<file path="src/rtl/qspi_ram_device.sv">
// Word-level front end to an SPI mode-0 serial SRAM: turns cache read/write/address
// requests into CMD/ADDR/DATA frames on io0/io1, streaming sequential words while possible.
module qspi_ram_device #(
  parameter int INIT_DELAY      = 256,
  parameter int DESELECT_CYCLES = 4
) (
  input  logic        clk,
  input  logic        rst_n,
  input  logic [3:0]  clockScale,
  input  logic        qspi_enable,
  input  logic        qspi_interruptOperation,
  input  logic [23:0] qspi_address,
  input  logic        qspi_changeAddress,
  input  logic        qspi_requestData,
  input  logic        qspi_storeData,
  input  logic [31:0] qspi_writeData,
  output logic [31:0] qspi_readData,
  output logic        qspi_wordComplete,
  output logic        qspi_initialised,
  output logic        qspi_busy,
  output logic        device_csb,
  output logic        device_sck,
  output logic        device_io0_we,
  output logic        device_io0_write,
  input  logic        device_io0_read,
  output logic        device_io1_we,
  output logic        device_io1_write,
  input  logic        device_io1_read
);

  typedef enum logic [2:0] {
    S_DISABLED, S_INIT_WAIT, S_IDLE, S_CMD, S_ADDR, S_DATA, S_HOLD, S_DESELECT
  } state_e;

  state_e      state_q, state_d;
  logic [15:0] cnt_q, cnt_d;
  logic [3:0]  div_q, div_d;
  logic [3:0]  scale_q, scale_d;
  logic [5:0]  bit_q, bit_d;
  logic        sck_q, sck_d;
  logic        csb_q, csb_d;
  logic        io0_q, io0_d;
  logic [23:0] addr_q, addr_d;
  logic [23:0] xaddr_q, xaddr_d;
  logic        pend_q, pend_d;
  logic        dir_q, dir_d;
  logic [31:0] wdata_q, wdata_d;
  logic [31:0] rx_q, rx_d;
  logic [31:0] rdata_q, rdata_d;
  logic        wc_q, wc_d;
  logic        init_q, init_d;

  logic        req_any, req_dir, go_desel;
  logic [5:0]  bit_nx;
  logic [63:0] frame;
  logic        unused_io0;

  assign unused_io0 = device_io0_read;
  assign req_any    = qspi_requestData | qspi_storeData;
  // dir: 1 = write; a simultaneous read request takes priority
  assign req_dir    = ~qspi_requestData;
  assign bit_nx     = bit_q + 6'd1;

  // Whole transaction as it appears on io0; bit n of the wire is frame[63-n] == frame[~n]
  always_comb begin
    frame = {dir_q ? 8'h02 : 8'h03, xaddr_q,
             dir_q ? {wdata_q[7:0], wdata_q[15:8], wdata_q[23:16], wdata_q[31:24]} : 32'h0};
  end

  always_comb begin
    state_d  = state_q;
    cnt_d    = cnt_q;
    div_d    = div_q;
    scale_d  = scale_q;
    bit_d    = bit_q;
    sck_d    = sck_q;
    csb_d    = csb_q;
    io0_d    = io0_q;
    addr_d   = addr_q;
    xaddr_d  = xaddr_q;
    pend_d   = pend_q;
    dir_d    = dir_q;
    wdata_d  = wdata_q;
    rx_d     = rx_q;
    rdata_d  = rdata_q;
    wc_d     = 1'b0;
    init_d   = init_q;
    go_desel = 1'b0;

    if (qspi_changeAddress) begin
      addr_d = {qspi_address[23:2], 2'b00};
      pend_d = 1'b1;
    end

    if (!qspi_enable) begin
      state_d = S_DISABLED;
      csb_d   = 1'b1;
      sck_d   = 1'b0;
      io0_d   = 1'b0;
      div_d   = '0;
      init_d  = 1'b0;
    end else begin
      case (state_q)
        S_DISABLED: begin
          state_d = S_INIT_WAIT;
          cnt_d   = '0;
        end
        S_INIT_WAIT: begin
          cnt_d = cnt_q + 16'd1;
          if (cnt_q >= 16'(INIT_DELAY - 2)) begin
            state_d = S_IDLE;
            init_d  = 1'b1;
          end
        end
        S_IDLE: begin
          if (req_any) begin
            state_d = S_CMD;
            dir_d   = req_dir;
            wdata_d = qspi_writeData;
            scale_d = clockScale;
            xaddr_d = addr_d;
            pend_d  = 1'b0;
            csb_d   = 1'b0;
            sck_d   = 1'b0;
            div_d   = '0;
            bit_d   = '0;
            io0_d   = 1'b0;
          end
        end
        S_CMD, S_ADDR, S_DATA: begin
          if (qspi_interruptOperation) begin
            go_desel = 1'b1;
          end else if (div_q != scale_q) begin
            div_d = div_q + 4'd1;
          end else begin
            div_d = '0;
            if (!sck_q) begin
              sck_d = 1'b1;
              if (state_q == S_DATA && !dir_q) rx_d = {rx_q[30:0], device_io1_read};
            end else begin
              sck_d = 1'b0;
              bit_d = bit_nx;
              io0_d = frame[~bit_nx];
              if (bit_q == 6'd7) begin
                state_d = S_ADDR;
              end else if (bit_q == 6'd31) begin
                state_d = S_DATA;
              end else if (bit_q == 6'd63) begin
                state_d = S_HOLD;
                wc_d    = 1'b1;
                io0_d   = 1'b0;
                if (!dir_q) rdata_d = {rx_q[7:0], rx_q[15:8], rx_q[23:16], rx_q[31:24]};
                // A new address latched during the word wins over the increment
                if (!pend_q && !qspi_changeAddress) begin
                  addr_d = addr_q + 24'd4;
                  if (addr_q == 24'hFFFFFC) pend_d = 1'b1;
                end
              end
            end
          end
        end
        S_HOLD: begin
          if (qspi_interruptOperation || pend_q || qspi_changeAddress) begin
            go_desel = 1'b1;
          end else if (req_any) begin
            if (req_dir != dir_q) begin
              go_desel = 1'b1;
            end else begin
              state_d = S_DATA;
              wdata_d = qspi_writeData;
              bit_d   = 6'd32;
              div_d   = '0;
              sck_d   = 1'b0;
              io0_d   = req_dir ? qspi_writeData[7] : 1'b0;
            end
          end
        end
        S_DESELECT: begin
          cnt_d = cnt_q + 16'd1;
          // The IDLE cycle that follows also keeps csb high, completing the minimum gap
          if (cnt_q >= 16'(DESELECT_CYCLES - 2)) state_d = S_IDLE;
        end
        default: state_d = S_DISABLED;
      endcase
    end

    if (go_desel) begin
      state_d = S_DESELECT;
      cnt_d   = '0;
      csb_d   = 1'b1;
      sck_d   = 1'b0;
      io0_d   = 1'b0;
      div_d   = '0;
    end
  end

  always_ff @(posedge clk or negedge rst_n) begin
    if (!rst_n) begin
      state_q <= S_DISABLED;
      cnt_q   <= '0;
      div_q   <= '0;
      scale_q <= '0;
      bit_q   <= '0;
      sck_q   <= 1'b0;
      csb_q   <= 1'b1;
      io0_q   <= 1'b0;
      addr_q  <= '0;
      xaddr_q <= '0;
      pend_q  <= 1'b0;
      dir_q   <= 1'b0;
      wdata_q <= '0;
      rx_q    <= '0;
      rdata_q <= '0;
      wc_q    <= 1'b0;
      init_q  <= 1'b0;
    end else begin
      state_q <= state_d;
      cnt_q   <= cnt_d;
      div_q   <= div_d;
      scale_q <= scale_d;
      bit_q   <= bit_d;
      sck_q   <= sck_d;
      csb_q   <= csb_d;
      io0_q   <= io0_d;
      addr_q  <= addr_d;
      xaddr_q <= xaddr_d;
      pend_q  <= pend_d;
      dir_q   <= dir_d;
      wdata_q <= wdata_d;
      rx_q    <= rx_d;
      rdata_q <= rdata_d;
      wc_q    <= wc_d;
      init_q  <= init_d;
    end
  end

  assign qspi_readData     = rdata_q;
  assign qspi_wordComplete = wc_q;
  assign qspi_initialised  = init_q;
  assign qspi_busy         = state_q inside {S_INIT_WAIT, S_CMD, S_ADDR, S_DATA, S_DESELECT};
  assign device_csb        = csb_q;
  assign device_sck        = sck_q;
  assign device_io0_we     = ~csb_q;
  assign device_io0_write  = io0_q;
  assign device_io1_we     = 1'b0;
  assign device_io1_write  = 1'b0;

endmodule
</file>
<file path="config.mk">
export PLATFORM = sky130hd
export DESIGN_NAME = qspi_ram_device
export DESIGN_NICKNAME = d
export VERILOG_FILES = /design/src/rtl/qspi_ram_device.sv
export SDC_FILE = /design/constraint.sdc
export NUM_CORES = 1
export LEC_CHECK = 0
export CORE_MARGIN = 2
export CORE_UTILIZATION = 59
export DETAILED_ROUTE_END_ITERATION = 7
export GPL_ROUTABILITY_DRIVEN = 0
export HOLD_SLACK_MARGIN = 0.06
export PLACE_DENSITY = 0.84
export SKIP_CTS_REPAIR_TIMING = 1
export SLEW_MARGIN = 20
export SYNTH_ARGS = -nofsm -noshare
export SYNTH_HDL_FRONTEND = slang
export SYNTH_SLANG_ARGS = --single-unit
export TNS_END_PERCENT = 5
</file>
<file path="constraint.sdc">
create_clock -name clk -period 4.2 [get_ports clk]
set_input_delay 0.84 -clock clk [delete_from_list [all_inputs] [get_ports clk]]
set_output_delay 0.84 -clock clk [all_outputs]
set_load 0.01 [all_outputs]
</file>
# Yosys cells after proc, flatten, opt, wreduce, memory -nomap -nowiden
# Cells that the tools add are included.
[classes] n_addsub=4 eq_ne=35 muxes=109 bitwise_logic=10 reduce_logical=27 magnitude_cmp=3
[ops] operator="$mux 24" count=10
[ops] operator="$mux 32" count=5
[ops] operator="$pmux 32 s2" count=1
[ops] operator="$mux 1" count=53
[ops] operator="$mux 3" count=14
[ops] operator="$mux 6" count=7
[ops] operator="$ne 4x4->1 const B" count=9
[ops] operator="$mux 16" count=2
[ops] operator="$mux 4" count=8
[ops] operator="$pmux 16 s2" count=1
[ops] operator="$add 24x3->24 const B" count=1
[ops] operator="$eq 24x24->1 const B" count=1
[ops] operator="$pmux 3 s6" count=1
[ops] operator="$pmux 6 s3" count=1
[ops] operator="$reduce_and 6->1" count=3
[ops] operator="$reduce_and 9->1" count=2
[ops] operator="$add 16x1->16 const B" count=1
[ops] operator="$ge 16x2->1 const B" count=1
[ops] operator="$ge 16x8->1 const B" count=1
[ops] operator="$ne 2x2->1 const B" count=7
[ops] operator="$eq 3x3->1 const B" count=4
[ops] operator="$pmux 4 s3" count=1
[ops] operator="$reduce_and 10->1" count=1
[ops] operator="$not 1->1" count=8
[ops] operator="other kinds (32)" count=45
[word_totals] in_bits=69 output_inout_bits=41 ff_bits=184 word_cells=205

# Longest topological paths before layout
# Gate-level depths: netlist of the first run.
[depth] depth_word=13 depth_mapped=10 depth_no_buf=9

# Worst setup path after synthesis of the first run
# Ideal clock, no wire load.
[synth_timing] path_type="in2reg" start="input qspi_changeAddress" end="register state_q[1]" cell_stages=7 setup_time_ns=0.125 t_arrival_ns=2.383 path_slack_ns=1.692 path_buffers=1 required_time_ns=4.075 cell_sequence="buf_2 nor3_1 nor3_1 a211o_1 a221o_1 o21ai_1 mux2_2"
[synth_between] elab_chain_cells=6 elab_cells_between_ends=16 classes_between="10 x eq/ne; 4 x mux; 2 x reduce/logical"
[synth_lines] element="start, declared" line_no="13" text="input logic qspi_changeAddress,"
[synth_lines] element="$logic_or 1x1->1 (*)" line_no="163" text="if (qspi_interruptOperation || pend_q || qspi_changeAddress) begin"
[synth_lines] element="$mux 1" line_no="163"
[synth_lines] element="$pmux 1 s2" line_no="103" text="case (state_q)"
[synth_lines] element="$mux 1" line_no="95" text="if (!qspi_enable) begin"
[synth_lines] element="$ne 6x6->1 (no source line) or $ne 4x4->1 (tied branches)"
[synth_lines] element="$reduce_and 10->1 (no source line)"
[synth_lines] element="end signal, assigned" line_no="217" text="state_q <= state_d;"
[synth_lines] element="end, declared" line_no="35" text="state_e state_q, state_d;"
# Every way passes the cells marked *; elsewhere a longest branch is shown, timed or not.
# A chain may end at the register's enable or synchronous reset.

# Final worst setup path of the first run
[layout_timing] start="input qspi_enable" end="register addr_q[19]"
[layout_between] elab_chain_cells=1
[layout_lines] element="start, declared" line_no="10" text="input logic qspi_enable,"
[layout_lines] element="$mux 24" line_no="95"
[layout_lines] element="via addr_d[19]" line_no="43" text="logic [23:0] addr_q, addr_d;"
[layout_lines] element="end signal, assigned" line_no="225" text="addr_q <= addr_d;"
[layout_lines] element="end, declared" line_no="43"
# The timed path passes the listed nets, and every way through them passes these cells.

==> results.toml, run 1 <==
[synth]
yosysTopAreaCell = "dfrtp_1"
netlist_instances = 795
yosysWarnings = 0
yosys-top-cells-area = "dfrtp_1 51%, mux2_2 12%, nand2_1 3.1%, mux2i_1 2.8%, o21ai_0 2.7%"
synth_edf_count = 0
syn_area_per_cell_um2 = 11.3
synth-simple-area-share = 0.140
synth_top_family_by_area = "multiplexers"
synthXorXnorAreaFrac = 0.0224
syn_area_um2 = 9010
ys_ff_latch = 184
synth_fa_ha_area_frac = 0.00695
synth_top_area_share = 0.508
ys_seq_area_frac = 0.511
synthArstFlopShare = 1.00
synth_compound_area_frac = 0.104
synth_mux_area_frac = 0.183
synth_cell_types = 72
synth_ff_type = "dfrtp_1"

[sta]
setup_ws_ns = 0.964
finalClockSkew_ns = 0.0107
relSlewSlack = 0.415
finalSetupViolCount = 0
tightest_slew_ns = 0.878
fin_crit_ns = 3.24
hold_violations = 0
tns_ns = 0
period_share = 0.770
timing.fmax_mhz = 309
drv_slew = 0
rsz0062_at_grt = "false"

[setup_path]
worstPathMaxFanout = 11
cp-start-kind = "primary input"
critical_path_class = "primary input to register"
critPathRequiredTime_ns = 4.54
critical_path.endpoint_type = "register"
cp_data_arrival_time_ns = 3.57

[route]
drc = 0
wl_per_cell_um = 17.9
firstDrtPassIters = 5
finalWirelength_mm = 19.4
num_vias = 6521
drt_iter0_markers = 551
vias_per_cell = 6.01
antenna_left = 0

[global_route]
overflow = 0
grt_pass1_vias = 6378
antenna_found_initial = 0
grt_max_degree = 88
grt_pass1_wl_mm = 32.3
grtUsageTotal = 0.251

[power_and_ir_drop]
powerDensity_nw_per_um2 = 520
vdd_drop_max_mv = 0.371
p_leak_nw = 4.72

[layout]
drive_above_1_share = 0.196
area_growth_pct = 19.3
nets = 958
antenna_cells = 0
layout.cells.non_filler = 1085
final_util = 0.715

[clocking]
clk_latency_ns = 0.44
numCtsBuffers = 17
htree_levels = 4
cts_tree = "done"
clock-sinks = 184
root_buffer = "clkbuf_16"
path_clk_slew_ns = 0.07
cts_buffer_depth = 2

[floorplanning]
initial_core_util = 0.599
fp-row-count = 45
coreArea_um2 = 15000
io_pins = 110
dieWidth_um = 128
chipHeight_um = 128
dieArea_um2 = 16300

[place]
port_buffers = 104
dp_cells = 1053
dp_slack_ns = 0.602
hpwl_mm = 13.2

[run]
cap_viol_max_count = 0

[status]
status = "completed"

[min_path]
hp-class = "primary input to async pin"
cell usage after synthesis (all sizes together), types with 3 or more instances:
library cell and n:
nand2 75, o22ai 4, nand4 11, inv 11, nor3b 3, or3 4, xor2 10, clkbuf 18
nand3 21, and3 11, nor3 20, nor2 63, nand2b 5, ha 5, xnor2 13, a311oi 4
or4 4, and2 7, dfrtp 183, mux2i 25, a21oi 16, a31oi 12, a211oi 11, or2 5
o211ai 3, mux4 11, buf 27, nor4 5, nor2b 6, mux2 102, o31ai 8, a22o 4
and4 4, o21ai 52
layout by cell type, fill, tap and decap left out, types with 3 or more instances in the layout:
| cell type | synthesis | layout |
|---|---|---|
| or2_2 | 5 | 5 |
| nand2b_1 | 5 | 5 |
| and2_1 | 7 | 7 |
| and4_1 | 4 | 4 |
| buf_4 | 7 | 10 |
| nand2_1 | 75 | 75 |
| clkbuf_16 | 0 | 17 |
| clkdlybuf4s50_1 | 0 | 102 |
| bufinv_16 | 0 | 3 |
| nand3_1 | 21 | 21 |
| o21ai_0 | 48 | 48 |
| xnor2_1 | 13 | 13 |
| xor2_1 | 10 | 10 |
| a22o_1 | 4 | 4 |
| mux2i_1 | 25 | 25 |
| mux4_2 | 10 | 10 |
| nor4_1 | 3 | 3 |
| a311oi_1 | 3 | 3 |
| mux2_2 | 98 | 98 |
| ha_1 | 5 | 5 |
| nor2b_1 | 6 | 6 |
| inv_6 | 0 | 5 |
| and3_1 | 11 | 11 |
| nor2_1 | 61 | 61 |
| a21oi_1 | 16 | 16 |
| o21ai_1 | 3 | 3 |
| dfrtp_1 | 183 | 183 |
| nor3_1 | 19 | 19 |
| or3_1 | 4 | 4 |
| mux2_1 | 4 | 4 |
| o31ai_1 | 7 | 7 |
| a31oi_1 | 12 | 12 |
| o22ai_1 | 4 | 4 |
| inv_1 | 9 | 9 |
| nand4_1 | 11 | 11 |
| a211oi_1 | 11 | 11 |
| o211ai_1 | 3 | 3 |
layer usage:
layer | routed length, um | vias up | GRT usage
met2 | 9700 | 176 | 0.412
met3 | 773 | 35 | 0.0490
met5 | 0 | - | 0
met4 | 414 | 0 | 0.0873
li1 | - | 3078 | -
met1 | 8540 | 3232 | 0.338
critical path, stage by stage:
cell             delay, ns
clkdlybuf4s50_1       0.64
nor2b_1               0.22
o21ai_2               0.17
nor4_1                0.56
nand2_1               0.42
nor2_1                0.38
a211oi_1              0.12
nor3_1                0.22
per-stage QoR:
stage	total power, W	area (um^2)	hold slack (ns)
floorplan	0.00349	9010	0.443
global placement	0.00385	10100	0.459
detailed placement	0.00390	10100	0.463
CTS	0.00561	10700	0.479
global route	0.00590	10700	0.511
finish	0.00559	10700	0.466
path summary, 6_finish.rpt:
check,start,endpoint,slack (ns),cells past startpoint
min in group clk,xaddr_q[17],xaddr_q[17],0.48,2
max,qspi_enable,addr_q[19],0.96,8
min,rst_n,scale_q[0],0.47,1
min reg2reg,xaddr_q[17],xaddr_q[17],0.48,2
max in group asynchronous,rst_n,xaddr_q[16],2.86,2
max reg2reg,state_q[1],addr_q[19],1.23,7
registers in the layout, summed over array words and instances (netlist names):
name / cells
state_q: 3
device_csb: 1
qspi_readData: 32
bit_q: 6
div_q: 4
addr_q: 24
rx_q: 32
qspi_wordComplete: 1
device_io0_write: 1
wdata_q: 32
device_sck: 1
scale_q: 4
cnt_q: 16
xaddr_q: 24
qspi_initialised: 1
pend_q: 1
dir_q: 1
cell type report:
type	instances	area, um^2
repair buffers	114	1110
clock inverters	15	205
well taps	188	235
flip-flops and latches	184	4610
multi-input cells	556	4120
clock buffers	17	425
fillers	1032	4290
inverters	11	41.3
report_power, final:
part	total, W	switching [W]	internal [W]
Clock	0.00170	0.000738	0.000961
Sequential	0.00240	0.000289	0.00211
Combinational	0.00149	0.000753	0.000732
kinds of logic (layout without fill, tap and decap cells):
family | after synthesis | in the layout
simple gates | 250 | 250
compound gates | 138 | 138
mux | 138 | 138
xor+xnor | 23 | 23
buf+inv | 56 | 157
other cells | 1 | 2
flops | 184 | 184
fa+ha+maj | 5 | 5
(Power assumes the default switching activity.)
==> run 2: changes to the inputs <==
--- a/config.mk
+++ b/config.mk
@@ -6,11 +6,11 @@
 export NUM_CORES = 1
 export LEC_CHECK = 0
 export CORE_MARGIN = 2
-export CORE_UTILIZATION = 59
+export CORE_UTILIZATION = 56
 export DETAILED_ROUTE_END_ITERATION = 7
 export GPL_ROUTABILITY_DRIVEN = 0
 export HOLD_SLACK_MARGIN = 0.06
-export PLACE_DENSITY = 0.84
+export PLACE_DENSITY = 0.8
 export SKIP_CTS_REPAIR_TIMING = 1
 export SLEW_MARGIN = 20
 export SYNTH_ARGS = -nofsm -noshare
==> constraint.sdc (replaced) <==
create_clock -name clk -period 3.1 [get_ports clk]
set_input_delay 0.62 -clock clk [delete_from_list [all_inputs] [get_ports clk]]
set_output_delay 0.62 -clock clk [all_outputs]
set_load 0.01 [all_outputs]
==> run 2 against run 1 <==
Compared with the run above:
- critical path depth rose by 1
- worst setup slack lost 0.44 ns
- non-clock buffer count grew 20
- flip-flop and latch count unchanged
- hold slack got worse by 0.30 ns
- cell count is 4.4% higher
- combinational power grew 46%
- critical endpoint is now state_q[2]
- highest routed layer unchanged
==> results.toml, run 2 (synthesized netlist as in run 1, its figures left out) <==
[layout]
nets = 978
antenna_cells = 0
final_util = 0.691
drive_above_1_share = 0.214
layout_common_cells = "183 x dfrtp_1, 102 x clkdlybuf4s50_1, 98 x mux2_2"
fillers = 1140
layout_commonest_cell = "dfrtp_1"
area_growth_pct = 21.5

[route]
vias_per_cell = 5.85
drt_iter0_markers = 474
finalWirelength_mm = 19.8
antenna_left = 0
drc = 0
num_vias = 6632
firstDrtPassIters = 5
wl_per_cell_um = 17.5

[clocking]
path_clk_slew_ns = 0.07
cts_tree = "done"
cts_buffer_depth = 2
clock-sinks = 184
htree_levels = 4
numCtsBuffers = 17
root_buffer = "clkbuf_16"
clk_latency_ns = 0.44

[floorplanning]
fp-row-count = 46
coreArea_um2 = 15800
dieArea_um2 = 17100
chipHeight_um = 131
io_pins = 110
dieWidth_um = 131
initial_core_util = 0.569

[place]
hpwl_mm = 13.8
dp_slack_ns = 0.152
port_buffers = 104

[global_route]
grt_pass1_wl_mm = 32.2
grt-busiest-layer = "met2"
grt_pass1_vias = 6371
overflow = 0
use_met2 = 0.403
grtUsageMet1 = 0.327
grt_max_degree = 64
grtUsageTotal = 0.242
grtUsageMet3 = 0.0423
antenna_found_initial = 0

[setup_path]
critical_path_class = "primary input to register"
critical_path.endpoint_type = "register"
cp_data_arrival_time_ns = 2.90
worstPathMaxFanout = 4
critPathRequiredTime_ns = 3.42
cp-start-kind = "primary input"

[sta]
finalClockSkew_ns = 0.0150
drv_slew = 0
hold_slack_ns = 0.163
finalSetupViolCount = 0
relSlewSlack = 0.613
fin_crit_ns = 2.58
tightest_slew_ns = 0.581
tns_ns = 0
period_share = 0.831
rsz0062_at_grt = "false"
timing.fmax_mhz = 388
setup_ws_ns = 0.524
hold_violations = 0

[status]
status = "completed"

[power_and_ir_drop]
vdd_drop_max_mv = 0.605
p_leak_nw = 4.81
powerDensity_nw_per_um2 = 689

[run]
cap_viol_max_count = 0

[min_path]
hp-class = "primary input to async pin"
run 2: layout make-up:
type,instances,area (um^2),share of cell area
clock buffers,17,425,0.0389
clock inverters,15,170,0.0155
inverters,11,41.3,0.00377
multi-input cells,556,4120,0.376
flip-flops and latches,184,4610,0.421
well taps,216,270,0.0247
repair buffers,134,1310,0.120
run 2: worst max-delay path, stage by stage:
cell and delay (ns):
clkdlybuf4s50_1 0.46, buf_4 0.18, nor3_1 0.26, nor3_1 0.11
a211o_1 0.30, a221o_1 0.28, o21ai_1 0.27, o21ai_0 0.16
a22o_1 0.25
run 2: worst paths after layout:
path / startpoint / endpoint / slack, ns / cells after the start
setup / recovery: qspi_interruptOperation / state_q[2] / 0.52 / 9
hold / removal: rst_n / cnt_q[2] / 0.16 / 1
setup reg to reg: bit_q[1] / qspi_readData[9] / 0.57 / 7
hold reg to reg: xaddr_q[17] / xaddr_q[17] / 0.48 / 2
max in group asynchronous: rst_n / qspi_readData[9] / 2.19 / 2
min in group clk: xaddr_q[17] / xaddr_q[17] / 0.48 / 2
run 2: per-layer routing:
metal	part of all wire	wire, um
met5	0	0
met4	0.016	314
met1	0.44	8640
met3	0.049	966
met2	0.50	9890
run 2: where the power goes:
part | switching, W | internal, W | total [W] | leakage [nW]
Combinational | 0.00109 | 0.00108 | 0.00217 | 2.13
Sequential | 0.000339 | 0.00286 | 0.00320 | 2.39
Clock | 0.00108 | 0.00109 | 0.00217 | 0.288
Total | 0.00250 | 0.00503 | 0.00754 | 4.81
run 2: stage by stage:
| stage | total power, W | std cells | area [um^2] |
|---|---|---|---|
| 3_3_place_gp | 0.00533 | 1101 | 10300 |
| 2_1_floorplan | 0.00472 | 796 | 9010 |
| 3_5_place_dp | 0.00540 | 1101 | 10300 |
| 6_report | 0.00754 | 1133 | 10900 |
| 4_1_cts | 0.00757 | 1133 | 10900 |
| 5_1_grt | 0.00793 | 1133 | 10900 |
